`src/rtl/bnn_layer_scheduler.sv`:
```
// Sequences OC output channels through one shared binary conv/pool core: fetch a weight
// word, load it, let the core settle, write the pooled result. Optional macro: BNN_SCHED_PERF_EN.
module bnn_layer_scheduler #(
  parameter int IC        = 4,
  parameter int OC        = 8,
  parameter int POOL_BITS = 196,
  parameter int CORE_LAT  = 1,
  localparam int OCW      = $clog2(OC)
) (
  input  logic                 clk,
  input  logic                 rst,
  input  logic                 start,
  input  logic                 abort,
  output logic                 busy,
  output logic                 done,
  output logic                 wmem_rd_en,
  output logic [OCW-1:0]       wmem_addr,
  input  logic [IC*9-1:0]      wmem_rdata,
  output logic [IC*9-1:0]      core_weight,
  input  logic [POOL_BITS-1:0] core_result,
  output logic [OCW-1:0]       oc_idx,
  output logic                 res_we,
  output logic [OCW-1:0]       res_addr,
  output logic [POOL_BITS-1:0] res_data
`ifdef BNN_SCHED_PERF_EN
  ,
  output logic [15:0]          perf_cycles
`endif
);

  typedef enum logic [2:0] {
    S_IDLE, S_FETCH, S_LOAD, S_SETTLE, S_WRITE, S_DONE
  } state_t;

  localparam logic [3:0]     SETTLE_INIT = (CORE_LAT > 0) ? 4'(CORE_LAT - 1) : 4'd0;
  localparam logic [OCW-1:0] OC_LAST     = OCW'(OC - 1);

  state_t     state, state_nxt;
  logic [3:0] settle_cnt;
  logic       run_accept;
  logic       last_ch;

  assign run_accept = (state == S_IDLE) && start && !abort;
  assign last_ch    = (oc_idx == OC_LAST);

  always_ff @(posedge clk) begin
    if (rst) state <= S_IDLE;
    else     state <= state_nxt;
  end

  always_comb begin
    state_nxt = state;
    if (state != S_IDLE && abort) begin
      state_nxt = S_IDLE;
    end else begin
      case (state)
        S_IDLE:   if (run_accept) state_nxt = S_FETCH;
        S_FETCH:  state_nxt = S_LOAD;
        S_LOAD:   state_nxt = (CORE_LAT > 0) ? S_SETTLE : S_WRITE;
        S_SETTLE: if (settle_cnt == 4'd0) state_nxt = S_WRITE;
        S_WRITE:  state_nxt = last_ch ? S_DONE : S_FETCH;
        S_DONE:   state_nxt = S_IDLE;
        default:  state_nxt = S_IDLE;
      endcase
    end
  end

  // Channel index, weight register and settle down-counter; an aborted LOAD keeps the old weight.
  always_ff @(posedge clk) begin
    if (rst) begin
      oc_idx      <= '0;
      core_weight <= '0;
      settle_cnt  <= '0;
    end else begin
      if (run_accept)
        oc_idx <= '0;
      else if (state == S_WRITE && !abort && !last_ch)
        oc_idx <= oc_idx + 1'b1;

      if (state == S_LOAD && !abort) begin
        core_weight <= wmem_rdata;
        settle_cnt  <= SETTLE_INIT;
      end else if (state == S_SETTLE && settle_cnt != 4'd0) begin
        settle_cnt <= settle_cnt - 1'b1;
      end
    end
  end

  // Strobes are suppressed in a cycle where abort or rst is already high.
  always_comb begin
    busy       = (state != S_IDLE);
    wmem_rd_en = 1'b0;
    wmem_addr  = '0;
    res_we     = 1'b0;
    res_addr   = '0;
    res_data   = '0;
    done       = 1'b0;
    case (state)
      S_FETCH: if (!abort && !rst) begin
        wmem_rd_en = 1'b1;
        wmem_addr  = oc_idx;
      end
      S_WRITE: if (!abort && !rst) begin
        res_we   = 1'b1;
        res_addr = oc_idx;
        res_data = core_result;
      end
      S_DONE:  done = !abort && !rst;
      default: ;
    endcase
  end

`ifdef BNN_SCHED_PERF_EN
  always_ff @(posedge clk) begin
    if (rst)
      perf_cycles <= '0;
    else if (run_accept)
      perf_cycles <= '0;
    else if (busy && perf_cycles != 16'hFFFF)
      perf_cycles <= perf_cycles + 16'd1;
  end
`endif

endmodule

```
`config.mk`:
```
export PLATFORM = sky130hd
export DESIGN_NAME = bnn_layer_scheduler
export DESIGN_NICKNAME = d
export VERILOG_FILES = /design/src/rtl/bnn_layer_scheduler.sv
export SDC_FILE = /design/constraint.sdc
export NUM_CORES = 1
export LEC_CHECK = 0
export ABC_AREA = 1
export CAP_MARGIN = 10
export CORE_AREA = 2 2 189 191
export DETAILED_ROUTE_END_ITERATION = 8
export DIE_AREA = 0 0 191 193
export PLACE_DENSITY = 0.46
export SETUP_SLACK_MARGIN = 0.4
export SYNTH_ARGS = -nofsm -noshare
export SYNTH_HDL_FRONTEND = slang
export SYNTH_SLANG_ARGS = --single-unit
```
`constraint.sdc`:
```
create_clock -name clk -period 1.3 [get_ports clk]
set_input_delay 0.26 -clock clk [delete_from_list [all_inputs] [get_ports clk]]
set_output_delay 0.26 -clock clk [all_outputs]
set_load 0.05 [all_outputs]
```
==> results.ini, run 1 <==
[die]
die-area_um2=36900
die_height_um=193
start_util=0.105
row_count=69
ios=481
die_w_um=191
design.core.area_um2=35000

[drt]
vias=6522
dr.pass1.iters=4
wl_um=33600
drtIter0Drc=216
wl_per_cell_um=19.9
via_per_inst=3.87
drcViolationCount=0
ant_nets=0

[placed_design]
dpl_cell_area_um2=12600
place_hpwl_um=25700
gp_congestion=0.827
dp_cells=1634
io_buffers=480
place_ws_ns=-0.847

[timing]
clock_skew_ns=0.00597
maxSlewHeadroom=0.702
fin_crit_ns=1.88
tightest_slew_ns=0.447
rsz0062_at_grt=true
finalSetupViolations=250
hold_viol=0
max_freq_ghz=0.531
fin_ws_ns=-0.583
setup_tns_ns=-111.39
drv_slew=0
period_share=1.45

[grt]
grt_pass1_vias=6431
grt.total_usage=0.165
grt-ovfl-total=0
grt_pass1_wl_um=44900
antenna_found_initial=9
grt_max_degree=39

[synth]
synth_warnings=0
synthTopCellsByArea=nand2_1, dfxtp_1, nor2_1, a21oi_1, nand3_1
synth.top_cell.area_share=0.255
syn_nets=931
ys_seq_area_frac=0.252
yosys.cell_types.count=17
syn_avg_cell_area_um2=5.29
ys_seq_elements=46
syn_area_um2=3660
yosysTopAreaCell=nand2_1
syn_inst=692

[cells_and_area]
ff_latch_area_um2=932
post-route-util=0.408
layout_commonest_cell=buf_12
multi_input_area_um2=3700
final_area_um2=14300
most-common-layout-cells=buf_12, nand2_1, clkdlybuf4s50_1, nor2_4, nor2_2
n_fill_cell=3444
instances_no_fill=1687
fin_nets=1458
drive_above_1_share=0.484
area_growth_pct=290

[clock_network]
clockBufferDepth=2
clockRootBuffer=clkbuf_16
cts_sinks=46
h-tree-depth=2
cts_tree=built
clk_latency_ns=0.29
clkTransAtPathRegs_ns=0.07
cts-buffers-inserted=5

[worst_setup_path]
cp-startpoint=state[1]
crit-reg2reg-launch=state[2]
end_kind=output port
startpoint_type=flip-flop
crit_arrival_ns=1.62
cp-endpoint=res_data[142]
rr_endpoint=core_weight[7]
crit_required_ns=1.04
worstRegToRegCells=8
ff2ff_setup_slack_ns=-0.17
worstSetupPathType=flip-flop to output port
crit_path_max_fanout=37

[run_status]
outcome=finished, violations left
violations=setup timing

[pwr]
p_per_area_nw_per_um2=519
p_leak_nw=4.87
ir_drop_mv=1.09

[job]
maxCapViolCount=0

[min_path]
holdPathStages=5
hp-class=input pin to flip-flop

## report_power, final
group          switching (W)  total, W  internal (W)
Combinational        0.00213   0.00437       0.00224
Sequential          0.000142   0.00169       0.00155
Clock               0.000579   0.00134      0.000763
## stage by stage
stage,power [W],hold slack (ns)
6_report,0.00740,0.471
4_1_cts,0.00712,0.447
5_1_grt,0.00778,0.497
3_5_place_dp,0.00525,0.468
2_1_floorplan,0.00320,0.424
3_3_place_gp,0.00524,0.458
## worst min-delay path by stage
stage / slack [ns] / startpoint / to
floorplan: 0.42 / wmem_rdata[29] / core_weight[29]
global placement: 0.46 / settle_cnt[0] / settle_cnt[0]
detailed placement: 0.47 / settle_cnt[0] / settle_cnt[0]
CTS: 0.45 / abort / oc_idx[1]
global route: 0.50 / abort / oc_idx[1]
finish: 0.47 / abort / oc_idx[1]
## Yosys cell counts
| cell type | n |
|---|---|
| nand2_1 | 249 |
| nor2_1 | 212 |
| dfxtp_1 | 46 |
| a21oi_1 | 45 |
| nand3_1 | 44 |
| buf_2 | 28 |
| inv_1 | 28 |
| buf_6 | 12 |
| clkbuf_1 | 10 |
| buf_4 | 6 |
| ha_1 | 3 |
| o21ai_0 | 3 |
| nor2_4 | 2 |
| inv_2 | 1 |
| nand2_2 | 1 |
| nor2_2 | 1 |
| xor2_1 | 1 |
## kinds of logic after synthesis
logic type      synth area share
fa+ha+maj                 0.0103
flops                      0.252
compound gates            0.0656
buf+inv                    0.128
xor+xnor                 0.00239
simple gates               0.543
## routing by layer
layer / global-route usage / vias to the layer above / routed length (µm)
met5: 0 / - / 41
met4: 0.0432 / 6 / 799
met3: 0.0583 / 37 / 3110
met2: 0.301 / 279 / 17500
met1: 0.182 / 3015 / 12200
li1: - / 3185 / -
## worst max-delay path, cell delays in order, from the launching register on
cell and delay (ns):
dfxtp_2 0.33, nor2_4 0.14, buf_12 0.12, nand2_8 0.09, buf_12 0.22, nor2_2 0.21
buf_12 0.15
## repair_timing
| action | 4_1_cts | 5_1_grt |
|---|---|---|
| cloned | 10 | 8 |
| hold buffers | 0 | 0 |
| resized for setup | 160 | 70 |
| endpoints found under the setup margin | 291 | 291 |
| pin swaps | 27 | 24 |
| setup buffers | 14 | 7 |
## registers in the layout (all words and copies together) (netlist names)
register and count:
core_weight 36, oc_idx 3, state 3, settle_cnt 4
## cell type report
cell class | instances | area share
repair buffers | 574 | 0.614
multi-input cells | 563 | 0.260
flip-flops and latches | 46 | 0.0654
well taps | 461 | 0.0404
clock buffers | 6 | 0.00974
inverters | 29 | 0.00851
diodes | 6 | 0.00105
clock inverters | 2 | 0.000877
Note: power is estimated with default switching activity, not from simulation.
==> inputs of run 2 (changes only) <==
--- a/config.mk
+++ b/config.mk
@@ -6,7 +6,6 @@
 export NUM_CORES = 1
 export LEC_CHECK = 0
 export ABC_AREA = 1
-export CAP_MARGIN = 10
 export CORE_AREA = 2 2 189 191
 export DETAILED_ROUTE_END_ITERATION = 8
 export DIE_AREA = 0 0 191 193
==> results of run 2 <==
No change in the layout: final DEF, timing and power equal those of run 1.
